--- config.mk ---
export PLATFORM = sky130hd
export DESIGN_NAME = alu_arbiter
export DESIGN_NICKNAME = d
export VERILOG_FILES = /design/src/rtl/alu_arbiter.sv
export SDC_FILE = /design/constraint.sdc
export NUM_CORES = 1
export LEC_CHECK = 0
export BUFFER_PORTS_ARGS = -buffer_cell sky130_fd_sc_hd__buf_2
export CAP_MARGIN = 25
export CORE_ASPECT_RATIO = 1.1
export CORE_MARGIN = 5
export CORE_UTILIZATION = 46
export CTS_CLUSTER_SIZE = 12
export DETAILED_ROUTE_END_ITERATION = 16
export GPL_ROUTABILITY_DRIVEN = 0
export GPL_TIMING_DRIVEN = 0
export PLACE_DENSITY = 0.79
export SLEW_MARGIN = 20
export SYNTH_ARGS = -nofsm -noshare
export SYNTH_HDL_FRONTEND = slang
export SYNTH_SLANG_ARGS = --single-unit
--- constraint.sdc ---
create_clock -name clk -period 3.9 [get_ports clk]
set_input_delay 0.195 -clock clk [delete_from_list [all_inputs] [get_ports clk]]
set_output_delay 0.195 -clock clk [all_outputs]
set_load 0.02 [all_outputs]
--- src/rtl/alu_arbiter.sv ---
// ============================================================================
// Module      : alu_arbiter
// Description : Round-robin arbiter that shares one ALU between NREQ clients,
//               with a watchdog that aborts and resets a hung ALU operation.
// Revision    : 1.0 - initial release
// ============================================================================
`default_nettype none

module alu_arbiter #(
  parameter int NREQ    = 4,
  parameter int TIMEOUT = 255
) (
  input  logic              clk,
  input  logic              rst,
  input  logic [NREQ-1:0]   req,
  input  logic [6*NREQ-1:0] req_op,
  input  logic [16*NREQ-1:0] req_a,
  input  logic [16*NREQ-1:0] req_b,
  output logic [NREQ-1:0]   gnt,
  output logic [NREQ-1:0]   done,
  output logic              err,
  output logic [15:0]       res_x,
  output logic [15:0]       res_y,
  output logic [3:0]        res_flags,
  output logic              busy,
  output logic              alu_bgn,
  output logic [5:0]        alu_opcode,
  output logic [15:0]       alu_a,
  output logic [15:0]       alu_b,
  output logic              alu_srst,
  input  logic [15:0]       alu_acc1,
  input  logic [15:0]       alu_acc2,
  input  logic              alu_zero,
  input  logic              alu_neg,
  input  logic              alu_carry,
  input  logic              alu_ovf,
  input  logic              alu_rdy
);

  localparam int          PW         = (NREQ > 1) ? $clog2(NREQ) : 1;
  localparam logic [5:0]  c_nop      = {5'b11111, 1'b0};
  localparam logic [7:0]  c_wd_last  = 8'(TIMEOUT - 1);

  typedef enum logic [2:0] {
    S_IDLE  = 3'd0,
    S_ISSUE = 3'd1,
    S_WAIT  = 3'd2,
    S_DONE  = 3'd3,
    S_ABORT = 3'd4,
    S_FLUSH = 3'd5
  } state_t;

  state_t          r_state;
  logic [PW-1:0]   r_ptr;
  logic [7:0]      r_wd;
  logic            r_rdy_low;

  logic            w_found;
  int              w_idx;

  // Search starts just after the last winner, so the previous owner ranks last.
  always_comb begin
    w_found = 1'b0;
    w_idx   = 0;
    for (int k = 1; k <= NREQ; k++) begin
      if (!w_found && req[(int'(r_ptr) + k) % NREQ]) begin
        w_found = 1'b1;
        w_idx   = (int'(r_ptr) + k) % NREQ;
      end
    end
  end

  assign busy = (r_state != S_IDLE);

  always_ff @(posedge clk or posedge rst) begin
    if (rst) begin
      r_state    <= S_IDLE;
      r_ptr      <= PW'(NREQ - 1);
      r_wd       <= '0;
      r_rdy_low  <= 1'b0;
      gnt        <= '0;
      done       <= '0;
      err        <= 1'b0;
      res_x      <= '0;
      res_y      <= '0;
      res_flags  <= '0;
      alu_bgn    <= 1'b0;
      alu_opcode <= '0;
      alu_a      <= '0;
      alu_b      <= '0;
      alu_srst   <= 1'b0;
    end else begin
      case (r_state)
        S_IDLE: begin
          if (w_found) begin
            gnt        <= NREQ'(1) << w_idx;
            r_ptr      <= PW'(w_idx);
            alu_opcode <= req_op[6*w_idx +: 6];
            alu_a      <= req_a[16*w_idx +: 16];
            alu_b      <= req_b[16*w_idx +: 16];
            alu_bgn    <= 1'b1;
            r_state    <= S_ISSUE;
          end
        end
        S_ISSUE: begin
          alu_bgn   <= 1'b0;
          r_rdy_low <= 1'b0;
          r_wd      <= '0;
          r_state   <= S_WAIT;
        end
        S_WAIT: begin
          if (!alu_rdy) r_rdy_low <= 1'b1;
          // rdy only counts once it has been seen low since the strobe
          if (alu_rdy && r_rdy_low) begin
            res_x     <= alu_acc1;
            res_y     <= alu_acc2;
            res_flags <= {alu_zero, alu_neg, alu_carry, alu_ovf};
            done      <= gnt;
            r_state   <= S_DONE;
          end else if (r_wd == c_wd_last) begin
            done      <= gnt;
            err       <= 1'b1;
            res_x     <= '0;
            res_y     <= '0;
            res_flags <= '0;
            alu_srst  <= 1'b1;
            r_state   <= S_ABORT;
          end else begin
            r_wd <= r_wd + 8'd1;
          end
        end
        S_DONE: begin
          done    <= '0;
          gnt     <= '0;
          r_state <= S_IDLE;
        end
        S_ABORT: begin
          done       <= '0;
          err        <= 1'b0;
          gnt        <= '0;
          alu_opcode <= c_nop;
          r_state    <= S_FLUSH;
        end
        S_FLUSH: begin
          alu_srst <= 1'b0;
          r_state  <= S_IDLE;
        end
        default: r_state <= S_IDLE;
      endcase
    end
  end

endmodule

`default_nettype wire
# After elaboration in Yosys (flattened, before gate mapping)
# Index checks and enable logic that the tools add are counted.
# classes
reduce_logical	33
shift	4
n_addsub	5
eq_ne	12
bitwise	4
n_lt_le_gt_ge	4
mux	47
mul	1
# op_table
operator	n
$mux W32	4
$shiftx A64 B32 Y16	2
$mux W16	3
$mul A3 B32 Y31 const A	1
$shiftx A24 B32 Y6	1
$shl A1 B32 Y4 const A	1
$mux W4	5
$lt A3 B4 Y1 const B	4
$mux W1	16
$mux W8	2
$pmux W4 S2	2
$pmux W8 S2	1
$reduce_and A2 Y1	8
$reduce_bool A2 Y1	8
$pmux W3 S4	1
$pmux W6 S2	1
$ne A2 B2 Y1 const B	5
$reduce_or A2 Y1	5
$mux W3	3
$reduce_and A3 Y1	3
$add A8 B1 Y8 const B	1
$bmux W1 S2	4
$eq A8 B8 Y1 const B	1
$pmux W1 S2	4
12 further kinds	24
# word_totals
input_bits	195
reg_bits	99

# Longest topological paths before layout
# Gate-level depths: netlist (run 1).
# logic_depth
ltp_word	20
ltp_mapped	11

# Worst setup path after synthesis (run 1)
# No wires, ideal clock.
# synth_path
kind	flip-flop to flip-flop
startpoint	register r_ptr[0]
endpoint	register alu_opcode[1]
setup_slack_ps	1256
stages_incl_launch_ff	12
required_time_ps	3773
setup_ps	127
t_arrival_ps	2517
cell_sequence	dfstp_2 > nor2b_1 > o21ai_2 > and3_4 > buf_6 > buf_4 > buf_2 > ha_1 > clkbuf_1 > mux4_2 > nor3b_1 > nor3_1
# synth_via
elab_chain_cells	18
# synth_lines
element	line	text
start, declared	54	logic [PW-1:0] r_ptr;
start signal, assigned	78	r_ptr <= PW'(NREQ - 1);
start signal, assigned	97	r_ptr <= PW'(w_idx);
$add A2 B1 Y2	66, 68	
$bmux W1 S2	66	if (!w_found && req[(int'(r_ptr) + k) % NREQ]) begin
$mux W1 (implied by the code) (2 in series)	66	
$mux W1	66	
$logic_not A1 Y1	66	
$logic_and A1 B1 Y1	66	
$mux W1	66	
$logic_not A1 Y1	66	
$logic_and A1 B1 Y1	66	
$mux W1	66	
$logic_not A1 Y1	66	
$logic_and A1 B1 Y1	66	
$mux W32	66	
$mul A3 B32 Y31	98	alu_opcode <= req_op[6*w_idx +: 6];
$shiftx A24 B32 Y6	98	
$mux W6	95	if (w_found) begin
$pmux W6 S2	93	case (r_state)
end signal, assigned	98	
end signal, assigned	141	alu_opcode <= c_nop;
end, declared	27	output logic [5:0] alu_opcode,
# Several ways; a longest one is shown, not always the timed one. The select of a mux whose other input is x is not followed.
# A chain may end at the register's enable or synchronous reset.

# Worst setup path after layout (run 1)
# Same ends and word-level chain as after synthesis.

==> out/qor.yml, run 1 <==
mostFrequentLayoutCell: "sky130_fd_sc_hd__buf_2"
synthesis.yosys.warnings: 0
hold_viol_final: 0
tritoncts: "yes"
ctsRootBufferMaster: "sky130_fd_sc_hd__clkbuf_16"
post_synth_num_cell_types: 49
maximum_capacitance_violations: 0
clk_pin_slew_ns: 0.07
grt_max_degree: 56
route.detailed.wl_per_inst_microns: 18.26
h_tree_depth: 3
stdcell_count: 1011
ys_async_sr_fraction_pct: 100.0
boundaryPins: 281
peakVddDrop_mv: 0.4417
worstHoldEndpoint: "res_y[1]"
final_util_pct: 64.49
cts.sinks: 99
power_per_cell_area_mw_per_mm2: 834.8
status: "complete, no violations"
placement.setup.worst_slack_ns: 0.7458
r2r_setup_slack_ns: 0.66
period_minus_slack_ns: 3.245
final.setup.worst_slack_ns: 0.6551
drt-total-wl_microns: 18460
finClkSkew_ns: 0.009756
number_of_fill_cells: 989
synth-seq-area-share_pct: 45.91
total_switching_power_w: 0.002697
syn_nets: 762
most_frequent_cells_in_the_layout: "289 x sky130_fd_sc_hd__buf_2, 108 x sky130_fd_sc_hd__nand2_1, 97 x sky130_fd_sc_hd__dfrtp_1"
p_int_w: 0.003489
layout.cell_area.non_filler_sq_mm: 0.007411
post_cts_buffers: 0
cts_max_path_buffers: 2
static_leakage_nw: 3.747
grt_use_met2_pct: 44.41
dp_hpwl_microns: 14600
global_route.usage.met3_pct: 6.511
floorplan.initialDensity_pct: 47.01
synth_flop_cell: "sky130_fd_sc_hd__dfrtp_1"
post-route-drc-count: 0
place.detailed.instances: 994
holdCritPathClass: "primary input to register"
n_antenna_cell: 0
drt_iter0_drc: 266
areaGrowthSynthToFinish_pct: 37.20
multi_input_gate_area_sq_mm: 0.002683
first_global_vias: 5579
post_route_cells_drive_above_1_share_pct: 41.23
cp.arrival_ns: 3.47
groute.layer.met1.usage_pct: 30.51
initial_antenna_violation_count: 1
synth-seq-cells: 99
setup_viol: 0
switching_share_pct: 43.60
ant_nets: 0
rr_worst_depth: 11
worst_ep_required_time_ns: 4.12
power.sequential.fraction_pct: 28.3
gr-usage-all-layers_pct: 25.58
post_synth.cell_area_avg_sq_um: 9.594
finalMaxSlewViolations: 0
worst_skew_pair.late_latency_ns: 0.35
worst_hold_slack_ns: 0.06646
combPwrFrac_pct: 53.8
global_route.overflow_total: 0
cp-startpoint: "r_ptr[0]"
worst_r2r_endpoint: "alu_opcode[1]"
number_of_buffers_created_by_cts: 9
timing.final.crit_share_pct: 83.20
grt_pass1_wl_microns: 28100
global_route.peak_usage_layer: "met2"
path_type_of_the_worst_setup_path: "register to register"
syn_inst_count: 563
fmax_mhz: 308.2
rsz0062_at_grt: "no"
worstMarginPinSlew_ns: 0.8366
chipWidth_microns: 113.3
post_cts_resized: 0
core-area_sq_mm: 0.01149
design.die.area_sq_mm: 0.01401
routed-via-count: 5543
place_area_sq_mm: 0.007028
hold_wc_startpoint: "alu_acc2[1]"
critPathCaptureType: "register"
drt-pass1-iter-count: 5
detail_route.vias_per_cell: 5.483
area.sequential_sq_mm: 0.002480
rr_startpoint: "r_ptr[0]"
mappedNetlistArea_sq_mm: 0.005401
clockPowerShare_pct: 17.9
startpoint_type: "register"
worst_hold_path.num_cells: 2
num_rows: 41
die_h_microns: 123.7
buffers_on_ports: 280
crit_fanout: 10
synth_enable_flop_cells: 0
nets: 1055
worst_slew_margin_rel_pct: 44.11
==> layer usage <==
metal / routed length [microns] / up-vias
met3: 1621 / 49
met1: 6923 / 2574
met2: 9308 / 284
met4: 592 / 2
li1: - / 2634
met5: 13 / -
==> stage by stage <==
stage,total power (W),TNS [ns]
after floorplan,0.003987,0
after global placement,0.005017,-7.162
after detailed placement,0.005081,0
after CTS,0.006198,0
after global routing,0.006577,0
final,0.006187,0
==> how the worst max path moves through the flow <==
stage                    end  depth (start not counted)
2_1_floorplan       alu_a[0]                          1
3_3_place_gp        alu_a[6]                          2
5_1_grt        alu_opcode[1]                         11
6_report       alu_opcode[1]                         11
4_1_cts        alu_opcode[1]                         11
3_5_place_dp   alu_opcode[1]                         11
==> flip-flops by register name, summed over array words and instances, names as in the netlist, 6 cells and up <==
register and count:
alu_a 16, alu_b 16, res_x 16, res_y 16, r_wd 8, alu_opcode 6
==> cells by family after synthesis <==
| group | after synthesis | share of synthesized area [%] |
|---|---|---|
| DFF | 99 | 45.91 |
| adders and majority gates | 4 | 0.9266 |
| AOI/OAI and AO/OA | 143 | 19.76 |
| xor gates and xnor gates | 6 | 0.9729 |
| and+or+nand+nor | 220 | 18.32 |
| muxes | 39 | 9.590 |
| buffers and inverters | 52 | 4.517 |
==> timing repair <==
| item | CTS | global route |
|---|---|---|
| endpoints found under the setup margin | 0 | 0 |
| endpoints found under the hold margin | 44 | 0 |
| hold buffers | 1 | 0 |
==> power by group through the flow <==
| stage | Combinational [W] | Clock [W] | Sequential (W) |
|---|---|---|---|
| 4_1_cts | 0.00334 | 0.00111 | 0.00175 |
| 3_5_place_dp | 0.00332 | 0 | 0.00176 |
| 3_3_place_gp | 0.00327 | 0 | 0.00174 |
| 2_1_floorplan | 0.00176 | 0 | 0.00223 |
| 6_report | 0.00333 | 0.00111 | 0.00175 |
| 5_1_grt | 0.00362 | 0.00115 | 0.00181 |
==> critical path: stages, from the launching register on <==
cell and delay [ns]:
sky130_fd_sc_hd__dfstp_2 0.58, sky130_fd_sc_hd__nor2b_1 0.09, sky130_fd_sc_hd__o21ai_2 0.16, sky130_fd_sc_hd__and3_4 0.24
sky130_fd_sc_hd__buf_6 0.18, sky130_fd_sc_hd__buf_4 0.21, sky130_fd_sc_hd__buf_2 0.26, sky130_fd_sc_hd__ha_1 0.24
sky130_fd_sc_hd__clkbuf_1 0.42, sky130_fd_sc_hd__mux4_2 0.39, sky130_fd_sc_hd__nor3b_1 0.26, sky130_fd_sc_hd__nor3_1 0.09
==> synthesized netlist by cell type (all sizes together) (9+ instances only) <==
| library cell | number | area, sq um |
|---|---|---|
| a21oi | 10 | 50.05 |
| nor2 | 43 | 163.9 |
| o31ai | 13 | 97.59 |
| dfrtp | 97 | 2427 |
| nor3 | 9 | 45.04 |
| buf | 17 | 112.6 |
| inv | 10 | 37.54 |
| nand2 | 108 | 405.4 |
| a22o | 38 | 332.8 |
| clkbuf | 24 | 90.09 |
| mux2i | 9 | 90.09 |
| a32oi | 20 | 175.2 |
| a31oi | 22 | 137.6 |
| o21ai | 25 | 132.6 |
| and3 | 27 | 173.9 |
| nand3 | 10 | 50.05 |
| mux2 | 22 | 247.7 |
==> cell type report <==
class / instances / area share (%)
clock buffer: 10 / 3.225
buffer: 41 / 2.735
tap: 150 / 2.532
multi-input combinational: 412 / 36.20
clock inverter: 6 / 1.807
inverter: 11 / 0.6247
timing repair buffer: 282 / 19.42
sequential: 99 / 33.46
Note: power is estimated with default switching activity, not from simulation.
==> inputs of run 2 (changes only) <==
--- a/config.mk
+++ b/config.mk
@@ -9,12 +9,12 @@
 export CAP_MARGIN = 25
 export CORE_ASPECT_RATIO = 1.1
 export CORE_MARGIN = 5
-export CORE_UTILIZATION = 46
+export CORE_UTILIZATION = 41
 export CTS_CLUSTER_SIZE = 12
 export DETAILED_ROUTE_END_ITERATION = 16
 export GPL_ROUTABILITY_DRIVEN = 0
 export GPL_TIMING_DRIVEN = 0
-export PLACE_DENSITY = 0.79
+export PLACE_DENSITY = 0.75
 export SLEW_MARGIN = 20
 export SYNTH_ARGS = -nofsm -noshare
 export SYNTH_HDL_FRONTEND = slang
==> constraint.sdc (replaced) <==
create_clock -name clk -period 2.9 [get_ports clk]
set_input_delay 0.145 -clock clk [delete_from_list [all_inputs] [get_ports clk]]
set_output_delay 0.145 -clock clk [all_outputs]
set_load 0.02 [all_outputs]
==> out/qor.yml, run 2 (synthesis results as in run 1) <==
timing.final.crit_share_pct: 94.60
clk_pin_slew_ns: 0.07
dp_hpwl_microns: 15590
drt-pass1-iter-count: 5
buffers_on_ports: 280
num_rows: 44
critPathCaptureType: "register"
core-area_sq_mm: 0.01305
drt_iter0_drc: 440
cp_top_family: "buffers and inverters"
worst_hold_slack_ns: 0.01625
post-route-drc-count: 0
cts_max_path_buffers: 2
die_h_microns: 130.4
path_type_of_the_worst_setup_path: "register to register"
final.setup.worst_slack_ns: 0.1567
initial_antenna_violation_count: 0
nets: 1055
ant_nets: 0
period_minus_slack_ns: 2.743
grt_max_degree: 58
drt-total-wl_microns: 19760
post_route_cells_drive_above_1_share_pct: 41.70
routed-via-count: 5660
mostFrequentLayoutCell: "sky130_fd_sc_hd__buf_2"
post_cts_buffers: 0
worst_slew_margin_rel_pct: 47.13
cp_slowest_cell: "sky130_fd_sc_hd__dfstp_2"
ctsRootBufferMaster: "sky130_fd_sc_hd__clkbuf_16"
most_frequent_cells_in_the_layout: "288 x sky130_fd_sc_hd__buf_2, 108 x sky130_fd_sc_hd__nand2_1, 97 x sky130_fd_sc_hd__dfrtp_1"
worst_ep_required_time_ns: 3.11
n_antenna_cell: 0
finClkSkew_ns: 0.01144
maximum_capacitance_violations: 0
holdCritPathClass: "primary input to register"
areaGrowthSynthToFinish_pct: 36.55
design.die.area_sq_mm: 0.01557
global_route.overflow_total: 0
tritoncts: "yes"
worst_skew_pair.late_latency_ns: 0.35
cts.sinks: 99
fmax_mhz: 364.5
gr-usage-all-layers_pct: 24.33
cp.arrival_ns: 2.95
critPathBufInv: 4
final_util_pct: 56.53
first_global_vias: 5656
floorplan.initialDensity_pct: 41.40
chipWidth_microns: 119.4
crit_fanout: 10
cpPeakStageDelay_ns: 0.58
h_tree_depth: 3
power_per_cell_area_mw_per_mm2: 1102
placement.setup.worst_slack_ns: -0.3176
finalMaxSlewViolations: 0
setup_viol: 0
boundaryPins: 281
route.detailed.wl_per_inst_microns: 19.33
hold_viol_final: 0
grt_pass1_wl_microns: 29420
peakVddDrop_mv: 0.4676
crit_path_cell_trace: "nor2b_1, o21ai_2, and3_4, buf_12, buf_8, buf_6, ha_1, buf_4, mux4_2, a32oi_2, o21ai_1"
worstMarginPinSlew_ns: 0.7913
detail_route.vias_per_cell: 5.538
number_of_buffers_created_by_cts: 9
rsz0062_at_grt: "no"
startpoint_type: "register"
status: "complete, no violations"
total_negative_slack_for_setup_checks_ns: 0
static_leakage_nw: 3.715
==> run 2: cell count changes in the layout (fill, tap and decap cells not counted), sizes merged <==
cell      change
buf           +2
bufinv        -4
clkbuf        -1
clkinv        +1
clkinvlp      +2
==> run 2: worst reg2reg max path: stages, from the launching register on <==
cell and delay, ns:
sky130_fd_sc_hd__dfstp_2 0.58, sky130_fd_sc_hd__nor2b_1 0.09, sky130_fd_sc_hd__o21ai_2 0.16, sky130_fd_sc_hd__and3_4 0.24, sky130_fd_sc_hd__buf_12 0.16, sky130_fd_sc_hd__buf_8 0.16
sky130_fd_sc_hd__buf_6 0.16, sky130_fd_sc_hd__ha_1 0.28, sky130_fd_sc_hd__buf_4 0.20, sky130_fd_sc_hd__mux4_2 0.31, sky130_fd_sc_hd__a32oi_2 0.18, sky130_fd_sc_hd__o21ai_1 0.07
==> run 2: per-layer routing <==
metal | GRT usage [%] | part of all wire (%)
met5 | 0 | 0
met3 | 5.639 | 8.9
met1 | 29.61 | 40
met2 | 41.54 | 48
met4 | 11.05 | 3.1
==> run 2: through the flow <==
step,power (W),cells,area (sq um)
2_1_floorplan,0.005362,563,5401
3_3_place_gp,0.006888,1004,7004
3_5_place_dp,0.006948,1005,7042
4_1_cts,0.008140,1021,7345
5_1_grt,0.008686,1022,7376
6_report,0.008129,1022,7376
==> run 2: final cells by class <==
| type | count | area, sq um |
|---|---|---|
| repair buffers | 283 | 1444 |
| multi-input cells | 412 | 2696 |
| inverters | 11 | 46.29 |
| clock inverters | 5 | 37.54 |
| well taps | 161 | 201.4 |
| flip-flops and latches | 99 | 2480 |
| plain buffers | 40 | 227.7 |
| fillers | 1206 | 5672 |
| clock buffers | 11 | 242.7 |
==> run 2: where the power goes <==
| group | total, W | switching, W | internal [W] |
|---|---|---|---|
| Clock | 0.00115 | 0.000543 | 0.000610 |
| Sequential | 0.00236 | 0.000364 | 0.00200 |
| Combinational | 0.00461 | 0.00283 | 0.00178 |
| Total | 0.00813 | 0.00374 | 0.00439 |
==> run 2: final timing paths <==
kind	startpoint	to	slack, ns	cells past startpoint
worst max-delay path	r_ptr[0]	alu_opcode[0]	0.16	11
worst min-delay path	alu_acc1[1]	res_x[1]	0.02	2
worst max register to register	r_ptr[0]	alu_opcode[0]	0.16	11
worst min register to register	alu_b[2]	alu_b[2]	0.48	2
max in group asynchronous	rst	r_ptr[0]	1.88	4
min in group asynchronous	rst	res_y[6]	0.36	3
==> run 2: timing repair <==
item                                   in CTS  in global routing
setup endpoints to repair                   6                  5
endpoints found under the hold margin      42                  0
resized for setup                           7                  8
hold buffers                                1                  0
==> inputs of run 3 (changes only) <==
--- a/config.mk
+++ b/config.mk
@@ -7,7 +7,7 @@
 export LEC_CHECK = 0
 export BUFFER_PORTS_ARGS = -buffer_cell sky130_fd_sc_hd__buf_2
 export CAP_MARGIN = 25
-export CORE_ASPECT_RATIO = 1.1
+export CORE_ASPECT_RATIO = 1.25
 export CORE_MARGIN = 5
 export CORE_UTILIZATION = 41
 export CTS_CLUSTER_SIZE = 12
==> out/qor.yml, run 3 (synthesis results as in run 1) <==
status: "complete, no violations"
first_global_vias: 5885
cp.arrival_ns: 2.97
drt-pass1-iter-count: 5
cts_max_path_buffers: 2
finalPower_w: 0.008167
number_of_fill_cells: 1258
cts.sinks: 99
setup_viol: 0
buffers_on_ports: 280
post_route_cells_drive_above_1_share_pct: 41.81
period_minus_slack_ns: 2.759
power_per_cell_area_mw_per_mm2: 1104
chipWidth_microns: 112.7
r2r_setup_slack_ns: 0.14
route.detailed.wl_per_inst_microns: 19.14
ant_nets: 0
startpoint_type: "register"
gr-usage-all-layers_pct: 24.99
post-route-drc-count: 0
multi_input_gate_area_sq_mm: 0.002694
number_of_buffers_created_by_cts: 9
mostFrequentLayoutCell: "sky130_fd_sc_hd__buf_2"
detail_route.vias_per_cell: 5.459
grt_max_degree: 62
worst_r2r_endpoint: "alu_opcode[1]"
tritoncts: "yes"
critPathCaptureType: "register"
n_antenna_cell: 0
core-area_sq_mm: 0.01311
worst_hold_slack_ns: 0.02334
cp-startpoint: "r_ptr[0]"
num_rows: 47
stdcell_count: 1032
design.die.area_sq_mm: 0.01558
grt_pass1_wl_microns: 30990
crit_fanout: 10
die_h_microns: 138.3
areaGrowthSynthToFinish_pct: 36.95
rr_startpoint: "r_ptr[0]"
floorplan.initialDensity_pct: 41.19
nets: 1056
drt_iter0_drc: 385
dp_hpwl_microns: 15450
clk_pin_slew_ns: 0.07
holdCritPathClass: "primary input to register"
global_route.overflow_total: 0
worstMarginPinSlew_ns: 0.8380
timing.final.crit_share_pct: 95.15
initial_antenna_violation_count: 0
worst_ep_required_time_ns: 3.11
peakVddDrop_mv: 0.5617
hold_viol_final: 0
finalMaxSlewViolations: 0
rr_worst_depth: 10
maximum_capacitance_violations: 0
rsz0062_at_grt: "no"
final_util_pct: 56.41
path_type_of_the_worst_setup_path: "register to register"
place.detailed.instances: 1015
total_negative_slack_for_setup_checks_ns: 0
boundaryPins: 281
routed-via-count: 5634
finClkSkew_ns: 0.007182
worst_skew_pair.late_latency_ns: 0.34
ctsRootBufferMaster: "sky130_fd_sc_hd__clkbuf_16"
static_leakage_nw: 3.727
most_frequent_cells_in_the_layout: "287 x sky130_fd_sc_hd__buf_2, 108 x sky130_fd_sc_hd__nand2_1, 97 x sky130_fd_sc_hd__dfrtp_1"
h_tree_depth: 3
area.sequential_sq_mm: 0.002480
worst_slew_margin_rel_pct: 44.01
cp-endpoint: "alu_opcode[1]"
fmax_mhz: 362.4
drt-total-wl_microns: 19750
==> run 3: cell types whose count changed in the layout (fill, tap and decap cells not counted), sizes merged <==
cell,delta
bufinv,+1
clkinv,+2
clkinvlp,-2
clkbuf,+1
buf,-2
==> run 3: power by group <==
group	switching [W]	internal, W
Combinational	0.00284	0.00178
Sequential	0.000355	0.00200
Clock	0.000528	0.000668
Total	0.00372	0.00444
==> run 3: how the worst min path moves through the flow <==
| stage | start | endpoint | slack (ns) | depth (start not counted) |
|---|---|---|---|---|
| after floorplan | alu_acc1[11] | res_x[11] | 0.28 | 1 |
| after global routing | alu_acc2[2] | res_y[2] | 0.02 | 2 |
| after CTS | alu_acc2[3] | res_y[3] | 0.008 | 2 |
| final | alu_acc2[2] | res_y[2] | 0.02 | 2 |
| after global placement | alu_acc2[3] | res_y[3] | 0.36 | 2 |
| after detailed placement | rst | res_x[12] | 0.16 | 2 |
==> run 3: worst max-delay path, cell delays in order, from the launching register on <==
cell and delay, ns:
sky130_fd_sc_hd__dfstp_2 0.58, sky130_fd_sc_hd__nor2b_1 0.08, sky130_fd_sc_hd__or2_1 0.21, sky130_fd_sc_hd__a21o_2 0.25, sky130_fd_sc_hd__inv_4 0.12, sky130_fd_sc_hd__clkbuf_4 0.24, sky130_fd_sc_hd__ha_1 0.30, sky130_fd_sc_hd__clkbuf_4 0.22
sky130_fd_sc_hd__mux4_2 0.32, sky130_fd_sc_hd__nor3b_2 0.23, sky130_fd_sc_hd__nor3_1 0.07
==> run 3: area by class of cell <==
type	count	area share [%]
Timing Repair Buffer	284	19.65
Clock buffer	9	3.045
Tap cell	171	2.892
Sequential cell	99	33.53
Buffer	40	2.909
Multi-Input combinational cell	412	36.42
Inverter	11	0.6597
Clock inverter	6	0.8965
==> run 3: what timing repair did <==
action / in CTS / in global routing
hold buffers: 1 / 0
pin swaps: 0 / 1
resized for setup: 8 / 3
endpoints found under the hold margin: 38 / 0
setup endpoints to repair: 6 / 6
buffers inserted: 0 / 2
==> run 3: through the flow <==
step	area, sq um	setup WS, ns
2_1_floorplan	5401	0.1679
3_3_place_gp	7017	-1.083
3_5_place_dp	7054	-0.3722
4_1_cts	7376	0.01354
5_1_grt	7397	0.02945
6_report	7397	0.1407
==> run 3: routing by layer <==
layer | GRT usage [%] | vias up | part of all wire [%]
met3 | 4.895 | 26 | 8.0
li1 | - | 2643 | -
met4 | 8.228 | 0 | 2.2
met1 | 29.79 | 2674 | 39
met2 | 44.76 | 291 | 50
met5 | 0 | - | 0
